--- config.mk ---
export PLATFORM = sky130hd
export DESIGN_NAME = tone_meter
export DESIGN_NICKNAME = d
export VERILOG_FILES = /design/src/rtl/tone_meter.sv
export SDC_FILE = /design/constraint.sdc
export NUM_CORES = 1
export LEC_CHECK = 0
export ABC_AREA = 0
export CORE_MARGIN = 3
export CORE_UTILIZATION = 55
export CTS_CLUSTER_SIZE = 28
export DETAILED_ROUTE_END_ITERATION = 12
export PLACE_DENSITY = 0.75
export RECOVER_POWER = 25
export SYNTH_ARGS = -nofsm -noshare
export SYNTH_HDL_FRONTEND = slang
export SYNTH_SLANG_ARGS = --single-unit
--- constraint.sdc ---
create_clock -name clk -period 4.2 [get_ports clk]
set_input_delay 0.84 -clock clk [delete_from_list [all_inputs] [get_ports clk]]
set_output_delay 0.84 -clock clk [all_outputs]
set_load 0.03 [all_outputs]
--- src/rtl/tone_meter.sv ---
// Tone meter: hysteresis zero-crossing detector, period/amplitude capture, lock tracking and a
// serial restoring divider that turns the period into a phase-increment estimate.
module tone_meter #(
  parameter int unsigned HYST     = 4,
  parameter int unsigned LOCK_CNT = 4,
  parameter int unsigned TOL      = 1
) (
  input  logic       clk,
  input  logic       rst,
  input  logic [7:0] sample,
  output logic [9:0] period,
  output logic [5:0] freq_est,
  output logic       freq_valid,
  output logic [6:0] amplitude,
  output logic       locked,
  output logic       ovr
);

  localparam logic [7:0]  NegThr = 8'(127 - HYST);
  localparam logic [7:0]  PosThr = 8'(128 + HYST);
  localparam int unsigned MW     = $clog2(LOCK_CNT + 1);

  typedef enum logic [1:0] {StAcq, StNeg, StPos} state_e;

  state_e        state_q;
  logic [9:0]    cnt_q;
  logic          first_q;
  logic [MW-1:0] match_q;
  logic          locked_q;
  logic [7:0]    max_q;
  logic [6:0]    amp_q;
  logic [9:0]    period_q;
  logic          ovr_q;
  logic [3:0]    div_cnt_q;
  logic [9:0]    rem_q;
  logic [9:0]    quo_q;
  logic [9:0]    dvs_q;
  logic [5:0]    freq_q;
  logic          fv_q;

  logic        crossing;
  logic        timeout;
  logic        div_busy;
  logic [9:0]  diff;
  logic        period_match;
  logic [9:0]  dividend;
  logic [10:0] rem_sh;
  logic [9:0]  rem_sub;
  logic        rem_ge;

  assign crossing     = (state_q == StNeg) && (sample >= PosThr);
  // One-shot on the clock cnt steps into 1023; a crossing in the same clock takes priority.
  assign timeout      = !crossing && (cnt_q == 10'd1022);
  assign div_busy     = (div_cnt_q != 4'd0);
  assign diff         = (cnt_q >= period_q) ? (cnt_q - period_q) : (period_q - cnt_q);
  assign period_match = (diff <= 10'(TOL));
  assign dividend     = 10'd256 + {1'b0, cnt_q[9:1]};
  assign rem_sh       = {rem_q, quo_q[9]};
  assign rem_sub      = rem_sh[9:0] - dvs_q;
  assign rem_ge       = (rem_sh >= {1'b0, dvs_q});

  always_ff @(posedge clk) begin
    if (rst) begin
      state_q   <= StAcq;
      cnt_q     <= '0;
      first_q   <= 1'b0;
      match_q   <= '0;
      locked_q  <= 1'b0;
      max_q     <= 8'h80;
      amp_q     <= '0;
      period_q  <= '0;
      ovr_q     <= 1'b0;
      div_cnt_q <= '0;
      rem_q     <= '0;
      quo_q     <= '0;
      dvs_q     <= '0;
      freq_q    <= '0;
      fv_q      <= 1'b0;
    end else begin
      ovr_q <= 1'b0;
      fv_q  <= 1'b0;

      // Divider: 10 quotient steps, then one clock to publish the saturated result.
      if (div_busy) begin
        div_cnt_q <= div_cnt_q - 4'd1;
        if (div_cnt_q == 4'd1) begin
          fv_q   <= 1'b1;
          freq_q <= (quo_q > 10'd63) ? 6'd63 : quo_q[5:0];
        end else begin
          rem_q <= rem_ge ? rem_sub : rem_sh[9:0];
          quo_q <= {quo_q[8:0], rem_ge};
        end
      end

      if (crossing) begin
        state_q <= StPos;
        cnt_q   <= 10'd1;
        first_q <= 1'b1;
        amp_q   <= 7'(max_q - 8'h80);
        max_q   <= 8'h80;
        if (first_q) begin
          period_q <= cnt_q;
          if (period_match) begin
            if (match_q != MW'(LOCK_CNT)) match_q <= match_q + MW'(1);
            if (match_q >= MW'(LOCK_CNT - 1)) locked_q <= 1'b1;
          end else begin
            match_q  <= '0;
            locked_q <= 1'b0;
          end
          if (div_busy) begin
            ovr_q <= 1'b1;
          end else begin
            div_cnt_q <= 4'd11;
            rem_q     <= '0;
            quo_q     <= dividend;
            dvs_q     <= cnt_q;
          end
        end
      end else if (timeout) begin
        state_q  <= StAcq;
        cnt_q    <= 10'd1023;
        first_q  <= 1'b0;
        match_q  <= '0;
        locked_q <= 1'b0;
      end else begin
        if (cnt_q != 10'd1023) cnt_q <= cnt_q + 10'd1;
        if (state_q != StNeg && sample <= NegThr) state_q <= StNeg;
        if (state_q == StPos && sample > max_q) max_q <= sample;
      end
    end
  end

  assign period     = period_q;
  assign freq_est   = freq_q;
  assign freq_valid = fv_q;
  assign amplitude  = amp_q;
  assign locked     = locked_q;
  assign ovr        = ovr_q;

endmodule

Word-level counts from Yosys, hierarchy flattened
Cells that the tools add are included.
{ "totals": {"regBits": 84, "input_bits": 10, "output_inout_bits": 26, "elab_cells": 103} }
{ "classes": {"add_sub_neg": 8, "magnitude_cmp": 8, "n_eq_ne": 10, "n_mux": 36, "bitwise_logic": 4, "reduce_logical": 20} }
{ "op_table": {"columns": ["op", "n"], "rows": [
  ["10-bit two-way mux", 14],
  ["10-bit subtractor", 3],
  ["4-bit two-way mux", 4],
  ["3-bit two-way mux", 5],
  ["11-bit by 10-bit >= comparator with 1-bit output", 1],
  ["10-bit by 1-bit adder with 10-bit output, second input constant", 1],
  ["9-bit by 9-bit adder with 10-bit output, first input constant", 1],
  ["10-bit equality test, second input constant", 1],
  ["10-bit >= comparator", 1],
  ["10-bit by 6-bit > comparator with 1-bit output, second input constant", 1],
  ["10-bit by 1-bit <= comparator with 1-bit output, second input constant", 1],
  ["10-bit inequality test, second input constant", 1],
  ["1-bit two-way mux", 9],
  ["3-bit AND reduction", 3],
  ["8-bit >= comparator, second input constant", 1],
  ["8-bit > comparator", 1],
  ["8-bit by 7-bit <= comparator with 1-bit output, second input constant", 1],
  ["7-bit by 1-bit subtractor with 7-bit output, second input constant", 1],
  ["2-bit two-way mux", 3],
  ["6-bit two-way mux", 1],
  ["3-bit by 2-bit inequality test with 1-bit output, second input constant", 2],
  ["2-bit AND reduction", 3],
  ["3-bit nonzero test", 2],
  ["3-bit OR reduction", 2],
  ["15 further kinds", 23]
]} }

Logic depth before layout (Yosys ltp)
Gate-level depths: netlist (run 1).
{ "logic_depth": {"word_depth": 7, "mapped_depth": 12, "depth_no_buf": 12} }

Least setup slack after synthesis (run 1)
Ideal clock, no wire load.
{ "synth_timing": {"path_kind": "reg2reg", "from": "reg period_q[1] (netlist: period[1])", "to": "reg match_q[1]", "setup_ns": 0.070, "arrival_time_ns": 2.742, "required_ns": 4.130, "path_slack_ns": 1.388, "path_stages_with_launch": 11, "cell_sequence": "dfxtp_1 > inv_1 > fa_1 > a21oi_1 > or4_4 > a31oi_1 > or4b_4 > or3_1 > o211ai_2 > a41oi_1 > a21oi_1"} }
{ "synth_between": {"elab_chain_cells": 6} }
{ "synth_lines": {"columns": ["element", "line", "source"], "rows": [
  ["from (decl)", "32", "logic [9:0] period_q;"],
  ["from (signal assigned)", "102", "period_q <= cnt_q;"],
  ["10-bit subtractor or 10-bit >= comparator (tied branches)", "55", "assign diff = (cnt_q >= period_q) ? (cnt_q - period_q) : (period_q - cnt_q);"],
  ["10-bit two-way mux (*)", "55", null],
  ["10-bit by 1-bit <= comparator with 1-bit output (*)", "56", "assign period_match = (diff <= 10'(TOL));"],
  ["3-bit two-way mux", "103", "if (period_match) begin"],
  ["3-bit two-way mux", "101", "if (first_q) begin"],
  ["3-bit two-way mux", "95", "if (crossing) begin"],
  ["to (signal assigned)", "104", "if (match_q != MW'(LOCK_CNT)) match_q <= match_q + MW'(1);"],
  ["to (decl)", "28", "logic [MW-1:0] match_q;"]
]} }
Every way passes the cells marked *; elsewhere a longest branch is shown, timed or not. The select of a mux whose other input is x is not followed.
A chain may end at the register's enable or synchronous reset.

Worst setup path after layout (run 1)
{ "layout_timing": {"from": "reg cnt_q[0]", "to": "reg locked_q (netlist: locked)"} }
{ "layout_between": {"elab_chain_cells": 6} }
{ "layout_lines": {"columns": ["element", "line", "source"], "rows": [
  ["from (decl)", "26", "logic [9:0] cnt_q;"],
  ["from (signal assigned)", "126", "if (cnt_q != 10'd1023) cnt_q <= cnt_q + 10'd1;"],
  ["10-bit subtractor or 10-bit >= comparator (tied branches)", "55", null],
  ["10-bit two-way mux", "55", null],
  ["10-bit by 1-bit <= comparator with 1-bit output", "56", null],
  ["1-bit two-way mux", "103", null],
  ["1-bit two-way mux", "101", null],
  ["1-bit two-way mux", "95", null],
  ["to (signal assigned)", "68", "locked_q <= 1'b0;"],
  ["to (signal assigned)", "105", "if (match_q >= MW'(LOCK_CNT - 1)) locked_q <= 1'b1;"],
  ["to (signal assigned)", "108", "locked_q <= 1'b0;"],
  ["to (decl)", "29", "logic locked_q;"]
]} }
Several ways; a longest one is shown, not always the timed one. The select of a mux whose other input is x is not followed.

==> results of run 1 <==
power by group:
group	internal, uW	switching, uW	total [uW]
registers	881	73.3	954
clock network	234	330	565
logic	440	568	1010
total	1560	971	2530
cells by family after synthesis:
logic type	share of synthesized area, %
AND/OR/NAND/NOR	19.5
AO/OA/AOI/OAI	21.1
buffers and inverters	6.75
flip-flops	33.0
adder cells (fa/ha/maj)	12.2
multiplexers	5.01
XOR/XNOR	2.41
metal layers:
layer  wire length (um)  vias up  GRT usage [%]  share of wire (%)
met1               5530     2145           31.0                 47
met4                268        0           8.58                2.3
met5                  0        -              0                  0
met3                552       25           4.44                4.7
met2               5510      118           37.9                 46
li1                   -     2291              -                  -
sequential cells by signal, summed over array words and instances, names as in the netlist:
signal and cells:
cnt_q 10, match_q 3, div_cnt_q 4, period 10, first_q 1, locked 1, ovr 1, freq_valid 1
freq_est 6, quo_q 10, amplitude 7, dvs_q 10, rem_q 10, state_q 2, max_q 8
synth_stat cells (4+ instances only):
cell type,n,area share (%)
sky130_fd_sc_hd__dfxtp_1,84,33
sky130_fd_sc_hd__a21oi_1,63,6.2
sky130_fd_sc_hd__nand2_1,56,4.1
sky130_fd_sc_hd__nor2_1,56,4.1
sky130_fd_sc_hd__inv_1,54,4.0
sky130_fd_sc_hd__ha_1,45,11
sky130_fd_sc_hd__o21ai_0,40,3.9
sky130_fd_sc_hd__nand3_1,23,2.3
sky130_fd_sc_hd__clkbuf_1,22,1.6
sky130_fd_sc_hd__mux2i_1,21,4.1
sky130_fd_sc_hd__nor3_1,18,1.8
sky130_fd_sc_hd__nand4_1,13,1.6
sky130_fd_sc_hd__xnor2_1,12,2.1
sky130_fd_sc_hd__o21a_1,9,1.3
sky130_fd_sc_hd__a31oi_1,8,0.98
sky130_fd_sc_hd__a21o_1,6,0.88
sky130_fd_sc_hd__o211ai_1,6,0.88
sky130_fd_sc_hd__a211oi_1,5,0.74
sky130_fd_sc_hd__nor2b_1,5,0.61
sky130_fd_sc_hd__nor3b_1,5,0.74
sky130_fd_sc_hd__nor4_1,5,0.61
sky130_fd_sc_hd__a211o_1,4,0.69
sky130_fd_sc_hd__mux2_2,4,0.88
sky130_fd_sc_hd__nand2b_1,4,0.49
worst reg2reg max path, delay by kind of cell, from the launching register on:
kind | cells | cell delay [ns]
AOI/OAI and AO/OA | 5 | 1.26
adders and majority gates | 2 | 0.59
and+or+nand+nor | 3 | 0.77
DFF | 1 | 0.39
buffers and inverters | 2 | 0.18
final timing paths:
check	start	slack (ns)	cells after the start	endpoint
setup / recovery	cnt_q[0]	0.95	12	locked
hold / removal	amplitude[6]	0.46	2	amplitude[6]
setup reg to reg	cnt_q[0]	0.95	12	locked
hold reg to reg	amplitude[6]	0.46	2	amplitude[6]
cell type report:
cell class	instances	area share, %
Clock buffer	9	2.17
Clock inverter	7	1.30
Inverter	56	3.69
Multi-Input combinational cell	465	54.1
Sequential cell	84	29.5
Tap cell	108	2.37
Timing Repair Buffer	41	6.88
per-stage QoR:
| stage | area, um^2 | total power, uW | hold slack, ns |
|---|---|---|---|
| 6_report | 5700 | 2530 | 0.463 |
| 5_1_grt | 5700 | 2690 | 0.489 |
| 4_1_cts | 5700 | 2540 | 0.465 |
| 3_5_place_dp | 5500 | 1970 | 0.450 |
| 3_3_place_gp | 5500 | 1940 | 0.448 |
| 2_1_floorplan | 5100 | 1750 | 0.436 |
==> results, run 1 <==
- The run finished with clean final reports.
- The clock tree from TritonCTS is built.
- The number of nets in the synthesized netlist is ~690.
- The number of warning messages in the yosys log is 0.
- The post-route clock skew is between 0.01 and 0.015 ns.
- The sequential cell area is 1680 um^2.
- The die covers about 10000 um^2.
- The transition time of the tightest slew-check pin is 0.754 ns.
- The number of top-level pins is 36.
- In this run, CTS created clock tree buffers numbering 9.
- The number of different library cells in the post-synthesis netlist is 64.
- The leakage component of the power is around 0.0022 uW.
- The overall track demand over capacity in global routing is a little under a quarter.
- The routed layout has roughly 4600 vias.
- Prior to clock tree synthesis, the placed netlist has a worst setup slack of approximately 0.76 ns.
- The clock input transition at the sequential cells of the worst setup and hold paths is around 0.1 ns.
- The die is 102 um tall.
- The clock reaches the later pin of the worst-skew pair after about 0.36 ns.
- By instance count, the cell type seen most on the critical path is sky130_fd_sc_hd__inv_1.
- The most used flip-flop cell after synthesis is sky130_fd_sc_hd__dfxtp_1.
- At the end of the flow the core is filled with cells to approximately 64%.
- The post-detailed-route DRC marker count is 0.
- The total count of max-transition violations in the final report is 0.
- The multi-input logic area is just over 3000 um^2.
- The number of iterations in the first detailed-routing pass is 4.
- The number of global-route vias before repair came to approximately 4200.
- Leaving out fill and tap cells, the most frequent cells in the layout are 84 x sky130_fd_sc_hd__dfxtp_1, 63 x sky130_fd_sc_hd__a21oi_1, 56 x sky130_fd_sc_hd__nor2_1, 56 x sky130_fd_sc_hd__nand2_1, 54 x sky130_fd_sc_hd__inv_1.
- The global placer's final weighted congestion is ~0.9.
- Traced cell by cell, the critical path runs through inv_1 > ha_1 > inv_1 > fa_1 > a211oi_1 > o21ai_0 > o31a_1 > nor4_1 > nand4_1 > a22oi_2 > a21oi_1 > nor3_1.
- In this run the mean area of a mapped cell was 8.03 um^2.
- The total clock sinks is between 80 and 90.
- The total negative setup slack is 0 ns.
- The region available for standard cell placement spans approximately 8800 um^2.
- The number of buffers added to fix hold violations after cts is 0.
- The stage delay of the slowest cell on the critical path is 0.48 ns.
- The wire length after detailed routing is between 10 and 15 mm.
- The average wire per cell in the routed design is 15.4 um.
- The maximum number of pins on one net before global-route repair is 33.
- Compared with the post-synthesis result, the final layout area differs by 11.8%.
- The maximum buffer depth of the clock tree is 2.
- Setup violations remaining at the end of the flow were counted as 0.
- The tool flagged a number of max-cap violations equal to 0.
- The initial utilization of the core area, before any placement, comes to between 50% and 60%.
- Dividing the detail-routed via count by the number of cells gives between 5 and 6.
- Excluding fillers, the count of instances in the completed layout stands at 770.
- The buffers inserted during post-CTS setup optimization is 0.
- The proportion of synthesized flip-flops having asynchronous set or reset is 0%.
- The number of buffers and inverters on the critical path is 2.
- The kind of launch point of the worst setup path is a register.
- The number of antenna violations at the first check in global routing is 0.
- At the end of the flow, the number of nets in the layout was about 720.
- The fraction of final layout cells sized beyond drive strength 1 is 6.19%.
- The setup slack of the critical path after layout is ~0.95 ns.
- Once placement completed, the tool counted placed cells totaling ~750.
- Counting every instance in the synthesized netlist gives 635.
- The filler cell count is around 760.
- The root buffer cell is sky130_fd_sc_hd__clkbuf_8.
- Derived from the worst setup path, the maximum achievable clock frequency is about 310 MHz.
- Summed over all nets, the half-perimeter wirelength after detailed placement is around 9.0 mm.
- STA classifies the critical path endpoint as a register.
- The final critical path takes up between 70 and 80% of the cycle.
- The first global-routing pass estimated 19.7 mm of wire.
- The class of the tightest hold or removal check is reg -> reg.
- The synthesized design contains 84 register bits.
- The worst-path maximum fanout is 6.
- The kind of critical path is reg -> reg.
- Global routing finished with a remaining overflow of 0.
- The arrival time of the worst setup path is approximately 3.5 ns.
- The worst path required time is roughly 4.5 ns.
- The post-cts gate resize count is 0.
- The count of nets left with antenna violations once routing finished came out at 0.
- For this design, the slowest cell found on the critical path is sky130_fd_sc_hd__a211oi_1.
- The number of synthesized flops with an enable pin is 0.
- Measured against its own limit, the worst slew margin works out to around 50%.
- The netlist area before placement is a little over 5000 um^2.
- Broken down by cell family, the worst path's largest delay share belongs to compound AO/OA/AOI/OAI gates.
- The worst path in the final design needs a cycle of roughly 3.3 ns, including I/O delays and setup.
- The library cell used most frequently in the layout, excluding fill and tap cells, is sky130_fd_sc_hd__dfxtp_1.
- Dividing total power by cell area gives a power density of between 400 and 500 nW/um^2.
- During placement, the flow inserted port buffers numbering 35.
- Measured along the x axis, the die boundary spans between 100 and 150 um.
- The detailed router finished its first iteration with between 150 and 200 violations.
- The number of antenna diodes is 0.
- The final hold violation count came to 0.
- Setup repair after global routing left no endpoint under its margin.
- The floorplan has 34 rows.
- The maximum level of the CTS H-tree is 3.
- The share of the yosys chip area belonging to registers is between 30% and 40%.
- IR analysis of the VDD net gives a maximum drop of approximately 260 uV.
Power figures use the tool's default switching activity.
==> run 2: changes to the inputs <==
--- a/config.mk
+++ b/config.mk
@@ -7,10 +7,10 @@
 export LEC_CHECK = 0
 export ABC_AREA = 0
 export CORE_MARGIN = 3
-export CORE_UTILIZATION = 55
+export CORE_UTILIZATION = 54
 export CTS_CLUSTER_SIZE = 28
 export DETAILED_ROUTE_END_ITERATION = 12
-export PLACE_DENSITY = 0.75
+export PLACE_DENSITY = 0.77
 export RECOVER_POWER = 25
 export SYNTH_ARGS = -nofsm -noshare
 export SYNTH_HDL_FRONTEND = slang
==> constraint.sdc (replaced) <==
create_clock -name clk -period 2.6 [get_ports clk]
set_input_delay 0.52 -clock clk [delete_from_list [all_inputs] [get_ports clk]]
set_output_delay 0.52 -clock clk [all_outputs]
set_load 0.03 [all_outputs]
==> run 2 against run 1 <==
The flow now finishes with violations (setup timing). First-iteration DRC count increased by 72%. Routed wire length is 14% higher. Cell count increased by 9.0%. Register-to-register slack lost 1.1 ns. Cell area grew 12%. Utilization grew 7.0 points.
==> results, run 2 (same netlist as run 1, synthesis figures left out) <==
- The flow ran to the end, but the final reports show violations.
- The final reports fail on setup timing.
- The timing-limited maximum frequency is 361 MHz (+17%).
- The kind of critical path is reg -> reg.
- In the layout the commonest cells are 75 x sky130_fd_sc_hd__dfxtp_1, 69 x sky130_fd_sc_hd__buf_4, 59 x sky130_fd_sc_hd__a21oi_1, 56 x sky130_fd_sc_hd__nor2_1, 56 x sky130_fd_sc_hd__nand2_1.
- The overall track demand over capacity in global routing came to 26.1% (+2.7 points).
- The initial DRC count is 341 (+72%).
- The final hold violation count was 0 (unchanged).
- TritonCTS built the clock tree.
- The global placer's final weighted congestion is 0.928 (+0.48%).
- The number of top-level pins is 36 (unchanged).
- The combinational fraction of design power is 43.0% (+3.1 points).
- The core area is 8930 um^2 (+0.96%).
- The overall die area is 10600 um^2 (+1.7%).
- The utilization after layout is 71.3% (+7.0 points).
- The stage delay of the slowest cell on the critical path is 0.49 ns (about the same).
- The routed via count divided by cell count was 5.90 (-0.83%).
- The clock network latency to the later pin of the worst-skew pair is 0.37 ns (about the same).
- The growth of design area from synthesis to finish is 25.1%.
- The wire length after detailed routing is 13.5 mm (+14%).
- The max-cap violation count is 0 (unchanged).
- The standard-cell row count is 34 (unchanged).
- The most repeated library cell on the critical path is sky130_fd_sc_hd__inv_2.
- The worst-path maximum fanout is 5 (-1).
- The kind of launch point of the worst setup path is a register.
- The clock input transition at the sequential cells of the worst setup and hold paths came to 0.10 ns (about the same).
- The post-route fraction of the period consumed by the critical path came to 107% (+29 points).
- The minimum setup slack after placement is -0.264 ns (-1.03 ns).
- The number of antenna violations at the first check in global routing came to 0 (unchanged).
- The tightest slew margin relative to the limit was 54.6% (+4.9 points).
- The maximum number of pins on one net before global-route repair is 49 (+48%).
- The total setup violations reported at the end of the flow is 4 (+4).
- The worst hold slack is 0.458 ns (-0.00528 ns).
- The total clock sinks came to 84 (unchanged).
- The overall via count from detail_route is 4948 (+8.1%).
- The element type at the critical path end is a register.
- The count of nets left with antenna violations after detail routing was 0 (unchanged).
- Walking the worst path, the cells encountered are inv_2 > ha_4 > inv_2 > fa_2 > buf_6 > a21oi_2 > or4_4 > a31oi_1 > or4b_4 > or3_4 > o211ai_4 > o211ai_1 > a21oi_1.
- The post-placement cell area is 6030 um^2 (+9.7%).
- The count of cells along the worst hold path was 2 (unchanged).
- The detailed-placement wirelength estimate is 10.2 mm (+13%).
- The CTS buffer count is 9 (unchanged).
- The total count of max-transition violations in the final report is 0 (unchanged).
- The worst path required time is 2.90 ns (-1.57 ns).
- The die width is 103 um (+0.87%).
- The number of global-route vias before repair is 4715 (+12%).
- The maximum level of the CTS H-tree came to 3 (unchanged).
- The area of all placed cells without fillers is 6370 um^2 (+12%).
- The portion of total power attributed to the clock network came to 21.6% (-0.7 points).
- The average wire per cell in the routed design is 16.1 um (+4.4%).
- The maximum buffer depth of the clock tree is 2 (unchanged).
- The arrival time of the worst setup path came to 3.07 ns (-0.46 ns).
- The cell area power density is 678 nW/um^2 (+53%).
- The switching share of total power is 38.7% (+0.28 points).
- The total internal power is 2650 uW (+70%).
- The number of cells on the worst reg-to-reg path is 13 (+1).
- The number of antenna diodes was 0 (unchanged).
- The leakage component of the power is 0.00255 uW (+15%).
- The first-pass GRT wire length is 22.0 mm (+11%).
- The count of buffers from port buffering is 35 (unchanged).
- The maximum ir drop on the vdd rail came to 593 uV (+130%).
- The post-route clock skew is 0.0170 ns (+0.00361 ns).
- The root buffer cell is sky130_fd_sc_hd__clkbuf_8.
- The fraction of final layout cells sized beyond drive strength 1 is 18.6% (+12 points).
- The cell type of the slowest stage on the worst timing path is sky130_fd_sc_hd__or4b_4.
- The transition time of the tightest slew-check pin came to 0.675 ns (-0.0793 ns).
- The number of iterations in the first detailed-routing pass is 5 (+1).
- The final-stage net count came to 784 (+9.7%).
- The class of the tightest hold or removal check is reg -> reg.
- Setup repair after global routing could not meet its margin everywhere.
- The leftover overflow at the end of global routing is 0 (unchanged).
- The total design power came to 4320 uW (+71%).
- The setup slack of the critical path after layout is -0.173 ns (-1.12 ns).
- The post-detailed-route DRC marker count is 0 (unchanged).
- Leaving out fill and tap cells, the most frequent cell in the layout is sky130_fd_sc_hd__dfxtp_1.
- The switching power is 1670 uW (+72%).
- The starting utilization of the core area came to 57.0% (-0.55 points).
- The vertical die dimension came to 103 um (+0.87%).
- The fraction of power consumed by sequential logic is 35.4% (-2.4 points).
- The clock period minus worst slack is 2.77 ns (-0.479 ns).
==> run 2: timing repair <==
item                                    CTS  global route
resized for setup                        22             8
endpoints found under the setup margin    7            20
hold buffers                              0             0
buffers inserted                          2             1
pin swaps                                 9             6
==> run 2: critical path: cells and delay by family, from the launching register on <==
| kind | cells | cell delay (ns) |
|---|---|---|
| AOI/OAI and AO/OA | 5 | 0.61 |
| adders and majority gates | 2 | 0.50 |
| buffers and inverters | 3 | 0.24 |
| DFF | 1 | 0.33 |
| and+or+nand+nor | 3 | 1.03 |
==> run 2: final timing paths <==
check,slack (ns),startpoint,end
worst max-delay path,-0.17,cnt_q[0],match_q[2]
worst min-delay path,0.46,amplitude[6],amplitude[6]
worst max register to register,-0.17,cnt_q[0],match_q[2]
worst min register to register,0.46,amplitude[6],amplitude[6]
==> run 2: area by class of cell <==
type	count	area, um^2
Multi-Input combinational cell	465	3210
Tap cell	108	135
Clock buffer	9	124
Clock inverter	7	73.8
Timing Repair Buffer	110	922
Sequential cell	84	1700
Inverter	56	210
Fill cell	711	2560
==> run 2: per-stage QoR <==
stage          cells  TNS, ns
2_1_floorplan    635        0
3_3_place_gp     820    -2.28
3_5_place_dp     820    -4.33
4_1_cts          838   -0.432
5_1_grt          839    -1.10
6_report         839   -0.531
==> run 2: power by group through the flow <==
stage                     Sequential, uW  Combinational (uW)  Clock [uW]
final                               1530                1860         932
after global routing                1550                2030         997
after CTS                           1530                1820         943
after detailed placement            1550                1770           0
after global placement              1550                1720           0
after floorplan                     1590                1230           0
==> run 2: metal layers <==
| metal | up-vias | part of all wire (%) | GRT usage, % |
|---|---|---|---|
| li1 | 2431 | - | - |
| met1 | 2305 | 44 | 34.5 |
| met2 | 184 | 49 | 44.0 |
| met3 | 28 | 5.3 | 3.52 |
| met4 | 0 | 1.7 | 8.76 |
| met5 | - | 0 | 0 |
==> patch (flow settings as in run 2) <==
The parameter `LOCK_CNT` goes from 4 to 2.
--- a/src/rtl/tone_meter.sv
+++ b/src/rtl/tone_meter.sv
@@ -3,5 +3,5 @@
 module tone_meter #(
   parameter int unsigned HYST     = 4,
-  parameter int unsigned LOCK_CNT = 4,
+  parameter int unsigned LOCK_CNT = 2,
   parameter int unsigned TOL      = 1
 ) (
Function: changed (Yosys sat finds a counterexample within 10 cycles, from zero or initial values and one cycle with rst high).
==> patch against run 2 <==
Global-route usage down 2.5 points. First-iteration DRC count down 26%. Fmax up 15%. Count of clock-buffer cells in the layout unchanged. Sequential cell count down 1. Routed wire length down 14%. Total power down 2.1%. Final area down 7.9%. Area after synthesis down 2.1%. Setup slack better by 0.36 ns. Critical endpoint is now match_q[1]. Largest cell class unchanged.
==> patch: results (changes against run 2) <==
• 14.6 microns — drt wl/cell, -8.9%
• 23.6% — Tot GR Track Use, -2.5 points
• 57.7% — Slew Limit Headroom, +3.0 points
• 5640 sq um — post-place instance area, -6.6%
• 5 — number of search-and-repair iterations in the first detailed-routing pass, unchanged
• register to register — class of the worst hold path
• 2.67 ns — worst path arrival time, -0.40 ns
• sky130_fd_sc_hd__clkbuf_8 — buffer cell driving the clock tree root
• 773 — instance count after placement with tap cells included, -5.7%
• 0.0196 ns — skew final, +0.00267 ns
• finished, final reports clean — status
• -0.115 ns — worst setup slack before clock tree synthesis, +0.149 ns
• 2.63 mW — design internal power, -0.63%
• sky130_fd_sc_hd__dfxtp_1 (33%), sky130_fd_sc_hd__ha_1 (11%), sky130_fd_sc_hd__a21oi_1 (6.1%), sky130_fd_sc_hd__o21ai_0 (4.5%), sky130_fd_sc_hd__nand2_1 (4.4%) — leading cell types by total area after synthesis
• 0.403 mV — VDD IR-drop max, -32%
• 4536 — via count, -8.3%
• 11.5% — share of cells above drive strength 1, -7.2 points
• 753 — filler instances, +5.9%
• 33.3% — Seq/Total Area, Yosys, +0.30 points
• 35 — count of input and output buffers, unchanged
• 25 — maximum number of pins on one net before global-route repair, -49%
• 2.29 nW — static power due to leakage, -10%
• 61 — Distinct cells, synth, -4.7%
• 0.910 — placer's final routability congestion estimate, -2.0%
• 0.37 ns — clk_lat worst skew, about the same
• 20100 microns — wire length of the first global-routing pass, -8.6%
• 8.02 sq um — synthesized area per cell, about the same
• 0 — antenna violations before repair, unchanged
• 0 — count of hold-fix buffers inserted at cts, unchanged
• 733 — fin nets, -6.5%
• 8 — maximum fanout along the worst path, +3
• 2 — Clock Path Buffers, unchanged
• 0 — total number of yosys warnings, unchanged
• sky130_fd_sc_hd__dfxtp_1 (83), sky130_fd_sc_hd__a21oi_1 (61), sky130_fd_sc_hd__nand2_1 (58), sky130_fd_sc_hd__inv_1 (55), sky130_fd_sc_hd__nor2_1 (50) — top cells by instance count after synthesis
• 9 — number of clock buffers inserted by TritonCTS, unchanged
• 40.6% — combinational group share of total power, -2.4 points
• 0% — share of flip-flops with an asynchronous set or reset after synthesis, unchanged
• 5.75 — number of vias per cell after detailed routing, -2.5%
• 0 — antenna diode instance count, unchanged
• 679 — nets in the synthesized netlist, -2.0%
• 252 — DRC violation total after the first TritonRoute iteration, -26%
• 3 — number of levels in the clock H-tree, unchanged
• 0 — post-CTS setup buffer count, -2
• 0.10 ns — clock slew seen by the registers of the worst setup and hold paths, about the same
• 8800 microns — HPWL after detailed placement, -14%
• sky130_fd_sc_hd__dfxtp_1 — most used flip-flop cell after synthesis
• 4364 — vias in the first global route, -7.4%
## patch: changes by cell type in the layout (fill, tap and decap cells not counted), moves of 5 or more
cell	change
sky130_fd_sc_hd__buf_4	-37
sky130_fd_sc_hd__nor2_1	-6
sky130_fd_sc_hd__xnor2_1	+6
sky130_fd_sc_hd__a31oi_1	+5
sky130_fd_sc_hd__dfxtp_1	+5
sky130_fd_sc_hd__inv_2	-5
sky130_fd_sc_hd__nand3_1	+5
sky130_fd_sc_hd__o21ai_0	+5
## patch: layout make-up
class	count	area, sq um	area share (%)
repair buffers	71	622	10.6
flip-flops and latches	83	1670	28.4
multi-input cells	456	3030	51.5
inverters	55	206	3.52
clock inverters	7	92.6	1.58
well taps	108	135	2.30
clock buffers	9	124	2.11
## patch: path summary, 6_finish.rpt
path              slack (ns)            to         start  cells after the start
setup reg to reg        0.18    match_q[1]     period[2]                      9
hold / removal          0.46  amplitude[0]  amplitude[0]                      2
setup / recovery        0.18    match_q[1]     period[2]                      9
hold reg to reg         0.46  amplitude[0]  amplitude[0]                      2
## patch: logic make-up after synthesis
kind of cell / share of synthesized area, %
multiplexers: 4.06
flip-flops: 33.3
XOR/XNOR: 4.04
AO/OA/AOI/OAI: 20.4
buffers and inverters: 6.67
AND/OR/NAND/NOR: 19.3
adder cells (fa/ha/maj): 12.2
## patch: routing by layer
metal  part of all wire [%]  track usage (%)  vias up
met4                    1.9             8.27        0
li1                       -                -     2292
met2                     47             38.9      115
met3                    4.3             3.21       21
met1                     47             31.9     2108
met5                      0                0        -
## patch: timing repair
action                                  in CTS  in global routing
endpoints found under the hold margin        0                  0
resized for setup                            0                 12
endpoints found under the setup margin       0                  5
## patch: power by group through the flow
stage / clock network, mW / logic (mW) / registers [mW]
after floorplan: 0 / 1.27 / 1.57
after global placement: 0 / 1.66 / 1.53
after detailed placement: 0 / 1.71 / 1.54
after CTS: 1.02 / 1.71 / 1.51
after global routing: 1.06 / 1.93 / 1.53
final: 0.998 / 1.72 / 1.51
## patch: critical path: stages, from the launching register on
cell and delay (ns):
sky130_fd_sc_hd__dfxtp_1 0.40, sky130_fd_sc_hd__inv_1 0.07, sky130_fd_sc_hd__ha_1 0.41, sky130_fd_sc_hd__and3_1 0.24, sky130_fd_sc_hd__o21ai_1 0.12, sky130_fd_sc_hd__nand2_1 0.13, sky130_fd_sc_hd__o41ai_1 0.34, sky130_fd_sc_hd__xnor2_1 0.18
sky130_fd_sc_hd__a31oi_1 0.14, sky130_fd_sc_hd__nor4_1 0.29
